===== src/rtl/mtr_drv_np.sv =====
// mtr_drv_np: N-phase motor driver.
// A free-running PWM with a shadowed duty register feeds a per-phase select
// decoder. A dead-time unit per leg then guarantees a both-off gap around
// every gate change. A latched over-current fault forces all gates off.
// The high and low gates of a leg are never driven together.
module mtr_drv_np #(
    parameter int PHASES = 3,
    parameter int PWM_W  = 11,
    parameter int DT_W   = 5
) (
    input  logic                  clk,
    input  logic                  rst_n,
    input  logic [PWM_W-1:0]      duty,
    input  logic [2*PHASES-1:0]   sel,
    input  logic [DT_W-1:0]       dead_time,
    input  logic                  ovr_i,
    input  logic                  clr_fault,
    output logic                  PWM_synch,
    output logic [PHASES-1:0]     high,
    output logic [PHASES-1:0]     low,
    output logic                  fault
);

    localparam logic [PWM_W-1:0] PWM_ONE  = {{(PWM_W-1){1'b0}}, 1'b1};
    localparam logic [PWM_W-1:0] PWM_LAST = {PWM_W{1'b1}};
    localparam logic [DT_W-1:0]  DT_ONE   = {{(DT_W-1){1'b0}}, 1'b1};
    localparam logic [DT_W-1:0]  DT_ZERO  = {DT_W{1'b0}};

    // Maps a 2-bit drive select and the PWM level to the {hi, lo} pre pair.
    function automatic logic [1:0] decode_sel(input logic [1:0] s, input logic pwm);
        logic [1:0] pair;
        case (s)
            2'b00:   pair = 2'b00;               // coast
            2'b01:   pair = {~pwm, pwm};         // forward
            2'b10:   pair = {pwm, ~pwm};         // reverse
            2'b11:   pair = {1'b0, pwm};         // brake
            default: pair = 2'b00;
        endcase
        return pair;
    endfunction

    logic [PWM_W-1:0]             cnt_r;
    logic [PWM_W-1:0]             duty_q_r;
    logic                         pwm_sig_r;
    logic                         pwm_synch_s;
    logic [PHASES-1:0][1:0]       pre_s;
    logic [PHASES-1:0][1:0]       pre_q_r;
    logic [PHASES-1:0][DT_W-1:0]  dt_cnt_r;
    logic [PHASES-1:0][DT_W-1:0]  dt_nxt_s;
    logic [PHASES-1:0][1:0]       leg_s;
    logic                         fault_nxt_s;
    logic [PHASES-1:0]            high_nxt_s;
    logic [PHASES-1:0]            low_nxt_s;
    logic [PHASES-1:0]            high_r;
    logic [PHASES-1:0]            low_r;
    logic                         fault_r;

    // Period marker on the last count of each PWM period.
    always_comb begin
        pwm_synch_s = (cnt_r == PWM_LAST);
    end

    // PWM counter, duty shadow register (loaded at period end) and PWM level.
    always_ff @(posedge clk or negedge rst_n) begin
        if (!rst_n) begin
            cnt_r     <= {PWM_W{1'b0}};
            duty_q_r  <= {PWM_W{1'b0}};
            pwm_sig_r <= 1'b0;
        end else begin
            cnt_r     <= cnt_r + PWM_ONE;
            pwm_sig_r <= (cnt_r < duty_q_r);
            if (pwm_synch_s) begin
                duty_q_r <= duty;
            end else begin
                duty_q_r <= duty_q_r;
            end
        end
    end

    // Per-phase decode, then the dead-time decision for each leg.
    // A change of the pre pair (re)loads the gap counter, so a change
    // arriving mid-gap restarts the gap; the leg only follows pre_q once
    // the pair has been stable and the counter has drained.
    always_comb begin
        pre_s    = '{default: 2'b00};
        dt_nxt_s = dt_cnt_r;
        leg_s    = '{default: 2'b00};
        for (int p = 0; p < PHASES; p++) begin
            pre_s[p] = decode_sel(sel[2*p +: 2], pwm_sig_r);
            if (pre_s[p] != pre_q_r[p]) begin
                dt_nxt_s[p] = dead_time;
                leg_s[p]    = 2'b00;
            end else if (dt_cnt_r[p] != DT_ZERO) begin
                dt_nxt_s[p] = dt_cnt_r[p] - DT_ONE;
                leg_s[p]    = 2'b00;
            end else begin
                dt_nxt_s[p] = dt_cnt_r[p];
                leg_s[p]    = pre_q_r[p];
            end
        end
    end

    // Fault latch next state: over-current wins over a clear request.
    always_comb begin
        if (ovr_i) begin
            fault_nxt_s = 1'b1;
        end else if (clr_fault) begin
            fault_nxt_s = 1'b0;
        end else begin
            fault_nxt_s = fault_r;
        end
    end

    // Gate next values: the dead-time result, blanked while the fault holds.
    always_comb begin
        high_nxt_s = {PHASES{1'b0}};
        low_nxt_s  = {PHASES{1'b0}};
        for (int p = 0; p < PHASES; p++) begin
            if (fault_nxt_s) begin
                high_nxt_s[p] = 1'b0;
                low_nxt_s[p]  = 1'b0;
            end else begin
                high_nxt_s[p] = leg_s[p][1];
                low_nxt_s[p]  = leg_s[p][0];
            end
        end
    end

    // Dead-time state; keeps running while the fault blanks the gates.
    always_ff @(posedge clk or negedge rst_n) begin
        if (!rst_n) begin
            pre_q_r  <= '{default: 2'b00};
            dt_cnt_r <= '{default: DT_ZERO};
        end else begin
            pre_q_r  <= pre_s;
            dt_cnt_r <= dt_nxt_s;
        end
    end

    // Registered gate drives and fault flag.
    always_ff @(posedge clk or negedge rst_n) begin
        if (!rst_n) begin
            high_r  <= {PHASES{1'b0}};
            low_r   <= {PHASES{1'b0}};
            fault_r <= 1'b0;
        end else begin
            high_r  <= high_nxt_s;
            low_r   <= low_nxt_s;
            fault_r <= fault_nxt_s;
        end
    end

    assign PWM_synch = pwm_synch_s;
    assign high      = high_r;
    assign low       = low_r;
    assign fault     = fault_r;

endmodule


===== config.mk =====
export PLATFORM = sky130hd
export DESIGN_NAME = mtr_drv_np
export DESIGN_NICKNAME = d
export VERILOG_FILES = /design/src/rtl/mtr_drv_np.sv
export SDC_FILE = /design/constraint.sdc
export NUM_CORES = 1
export LEC_CHECK = 0
export CAP_MARGIN = 20
export CORE_MARGIN = 1
export CORE_UTILIZATION = 44
export DETAILED_ROUTE_END_ITERATION = 12
export GPL_TIMING_DRIVEN = 0
export PLACE_DENSITY = 0.69
export SLEW_MARGIN = 20
export SYNTH_ARGS = -nofsm -noshare
export SYNTH_HDL_FRONTEND = slang
export SYNTH_SLANG_ARGS = --single-unit

===== constraint.sdc =====
create_clock -name clk -period 2.8 [get_ports clk]
set_clock_uncertainty 0.05 [all_clocks]
set_input_delay 0.42 -clock clk [delete_from_list [all_inputs] [get_ports clk]]
set_output_delay 0.42 -clock clk [all_outputs]
set_load 0.02 [all_outputs]

---- Yosys cells after proc, flatten, opt, wreduce, memory -nomap -nowiden ----
Index checks and enable logic that the tools add are counted.
cells by class
  add/sub/neg operators ................... 4
  magnitude comparators ................... 1
  equality and inequality tests ........... 13
  multiplexer cells ....................... 23
  bitwise logic cells ..................... 1
  reduce and logical (&&, ||, !) cells .... 9
operator list
  kind                   count
  $mux 5                 6
  $pmux 2 s4             3
  $reduce_bool 5->1      3
  $sub 5x1->5 const B    3
  $eq 2x2->1 const B     6
  $mux 2                 6
  $add 11x1->11 const B  1
  $eq 11x11->1 const B   1
  $lt 11x11->1           1
  $mux 1                 8
  $eq 2x1->1 const B     3
  $logic_not 2->1        3
  $ne 2x2->1             3
  $reduce_bool 2->1      3
  $not 1->1              1
storage, ports and cells
  bits in registers ....................... 51
  input port bits ......................... 26
  output and inout port bits .............. 8
  logic and storage cells ................. 63

---- Depth between registers and ports, before layout ----
  depth after elaboration ................. 5
  mapped depth ............................ 7
  gate-level depth less buffers ........... 7

---- Worst setup path after synthesis ----
No wires, ideal clock.
  path type ............................... reg2out
  start point ............................. register cnt_r[0]
  end point ............................... output port PWM_synch
  arrival time ............................ 1.471 ns
  required time ........................... 2.330 ns
  path slack .............................. 0.859 ns
  stages on the path, launching flop included .. 8
  buffers on the path ..................... 1
  path through ............................ dfrtp_1 > ha_1 > nand3_2 > nor3_2 > and3_4 > nand2_4 > buf_6 > inv_1
between the ends
  word-level cells in the longest chain between the ends .. 1
RTL lines
  what                    RTL line  source
  from (decl)             42        logic [PWM_W-1:0] cnt_r;
  from (signal assigned)  66        cnt_r <= {PWM_W{1'b0}};
  from (signal assigned)  70        cnt_r <= cnt_r + PWM_ONE;
  $eq 11x11->1            60        pwm_synch_s = (cnt_r == PWM_LAST);
  to (decl)               18        output logic PWM_synch,
No other way between the ends.

---- Final worst setup path ----
Ends and elaborated chain as after synthesis.

==> qor.csv <==
stage;metric;value;unit
critical_path;worst-setup-path-type;flop to output pin;
pwr;ir_drop;0.309;mV
synth;ys_ff_latch;51;
worst_hold_path;hold_path_class;primary input to async pin;
die;die_y;79.2;um
critical_path;startpoint_type;flop;
synth;synthCells;242;
drt;viasPerCell;5.04;
timing;tns;0;ns
critical_path;endpoint;PWM_synch;
timing;finalCritPeriodShare;94.0;%
pwr;p_per_area;518;mW/mm2
critical_path;critical_path.max_fanout;10;
finish;drive_gt1_share;13.1;%
finish;num-nets-final;322;
clock_network;path_clk_slew;0.09;ns
clock_network;max-clock-path-buffers;2;
outcome;status;complete, no violations;
finish;num_antenna_cells;0;
clock_network;cts-root-buf;clkbuf_8;
clock_network;hold_buffers;0;
drt;wl_per_cell;12.2;um
critical_path;crit_arrival;2.16;ns
die;coreArea;0.00564;mm2
placed_design;port_buffers;33;
clock_network;clock_sinks;51;
critical_path;r2r_start;dt_cnt_r[10];
global_route;grt_pass1_vias;1818;
die;start_util;46.5;%
timing;slew_violations;0;
finish;final_util;56.2;%
critical_path;r2r_cells;6;
global_route;grt_overflow_total;0;
critical_path;cp.required;2.33;ns
synth;async_flop_share;100;%
timing;rsz0062_at_grt;false;
finish;multi_input_area;0.00122;mm2
synth;ys_seq_area_share;48.7;%
synth;ys.flop_type;dfrtp_1;
critical_path;endpoint_kind;output pin;
synth;yosysWarnings;0;
pwr;p_leak;1.55;nW
finish;syn2layout_area_growth;20.9;%
drt;route.detailed.drc;0;
synth;synth_cell_types;45;
synth;synth_area_per_cell;10.8;um2
global_route;grt_antenna_before_repair;0;
global_route;grt.total_usage;15.7;%
timing;min_period;2.63;ns
timing;setup_viol;0;
clock_network;cts-buffers-inserted;5;
critical_path;regToRegSetupSlack;0.79;ns
drt;ant_nets;0;
global_route;grt_pass1_wl;7.67;mm
synth;synth.net_count;282;
placed_design;dp_hpwl;3.21;mm
timing;tightest_slew;0.621;ns
synth;syn_area;0.00262;mm2
clock_network;cts_tree;done;
finish;fillCellCount;511;
placed_design;routabilityCongestion;0.746;
drt;drt_wl_total;4.32;mm
timing;finalHoldViolCount;0;
timing;maxSlewHeadroom;58.6;%
synth;synth_edf_count;0;
timing;fmax;380;MHz
drt;firstDrtPassIters;4;
clock_network;insertion_delay;0.30;ns
timing;fin_hold_ws;0.0821;ns
run;drv_cap;0;
die;dieWidth;79.2;um
critical_path;r2r_end;dt_cnt_r[11];
finish;seq_area;0.00128;mm2
clock_network;h-tree-depth;2;
die;row_count;27;
critical_path;crit_start;cnt_r[0];
drt;drt_iter0_drc;47;
die;ios;34;
drt;via_count;1788;
global_route;grt_max_degree;52;
die;fp.dieArea;0.00627;mm2
layer usage:
| metal | vias to the layer above | part of all wire, % | global-route usage, % |
|---|---|---|---|
| met4 | 0 | 1.1 | 4.00 |
| met5 | - | 0 | 0 |
| li1 | 896 | - | - |
| met2 | 35 | 51 | 29.3 |
| met3 | 6 | 4.0 | 3.56 |
| met1 | 851 | 44 | 17.7 |
cell type report:
cell class                 instances  area share (%)
sequential                        51            40.2
multi-input combinational        160            38.4
timing repair buffer              33            10.3
inverter                          28            3.31
tap                               72            2.84
clock buffer                       6            2.29
clock inverter                     2            1.89
buffer                             3           0.750
synthesized netlist by cell type, types with 2 or more instances:
cell | number | area (um2)
dfrtp_1 | 51 | 1280
nand2_1 | 21 | 78.8
inv_1 | 28 | 105
xor2_1 | 7 | 61.3
nand3b_1 | 3 | 22.5
xnor2_1 | 11 | 96.3
and3_1 | 2 | 12.5
ha_1 | 14 | 175
o31ai_1 | 4 | 30.0
nor4bb_1 | 2 | 20.0
and3b_1 | 2 | 17.5
mux2i_1 | 2 | 20.0
or3b_2 | 2 | 17.5
nor2_1 | 18 | 67.6
nand2b_1 | 7 | 43.8
nor3_1 | 3 | 15.0
nand3_1 | 5 | 25.0
a31oi_1 | 2 | 12.5
mux2_4 | 9 | 135
a21oi_1 | 5 | 25.0
mux2_2 | 7 | 78.8
a211oi_1 | 2 | 15.0
o21ai_0 | 13 | 65.1
cell families (layout without fill, tap and decap cells):
kind of cell / Yosys count / in the layout / share of synthesized area (%)
adder cells (fa/ha/maj): 14 / 14 / 6.68
multiplexers: 18 / 18 / 8.92
AND/OR/NAND/NOR: 74 / 74 / 15.4
flip-flops: 51 / 51 / 48.7
XOR/XNOR: 18 / 18 / 6.01
buffers and inverters: 31 / 72 / 4.91
AO/OA/AOI/OAI: 36 / 36 / 9.40
flip-flops by register name (all words and copies together), names as in the netlist:
signal     flops
high           3
duty_q_r      11
dt_cnt_r      15
pre_q_r        6
pwm_sig_r      1
cnt_r         11
fault          1
low            3
repair_timing:
action                                  in CTS  in global routing
gates resized for setup                      1                  0
setup buffers                                0                  0
endpoints found under the setup margin       1                  0
layout by cell type, fill, tap and decap left out, types with 2 or more instances in the layout:
master and n:
bufinv_16 2, nand2b_1 7, nand3_1 5, and3_1 2
nor2_1 18, nor4bb_1 2, or3b_2 2, nand2_1 21
clkdlybuf4s50_1 31, nand3b_1 3, mux2_2 7, xnor2_1 11
a31oi_1 2, inv_1 28, buf_4 2, o21ai_0 13
xor2_1 7, mux2_4 9, a21oi_1 5, a211oi_1 2
nor3_1 3, dfrtp_1 51, clkbuf_8 5, ha_1 14
and3b_1 2, mux2i_1 2, o31ai_1 4
worst min path at each step:
stage	endpoint	slack, ns	cells past startpoint
floorplan	cnt_r[0]	0.07	0
global placement	cnt_r[0]	0.43	1
detailed placement	dt_cnt_r[5]	0.44	1
CTS	dt_cnt_r[1]	0.11	1
global route	dt_cnt_r[8]	0.14	1
finish	dt_cnt_r[8]	0.08	1
metrics by stage:
step	total power, mW	worst slack (ns)	instance area [um2]	instances
after global placement	1.06	-0.218	3040	347
final	1.64	0.169	3170	355
after CTS	1.67	0.121	3170	355
after detailed placement	1.07	0.203	3040	347
after global routing	1.73	0.00120	3170	355
after floorplan	0.977	0.859	2620	242
worst max-delay path: stages, from the launching register on:
cell,delay (ns)
dfrtp_1,0.42
ha_1,0.22
nand3_2,0.12
nor3_2,0.26
and3_4,0.24
nand2_4,0.07
buf_6,0.16
inv_1,0.05
dlygate4sd2_1,0.32
power by group:
group / switching (mW) / internal [mW] / total [mW]
clock: 0.235 / 0.357 / 0.592
sequential: 0.0340 / 0.783 / 0.817
combinational: 0.107 / 0.126 / 0.233
No activity file was read; power rests on OpenSTA's default activity.
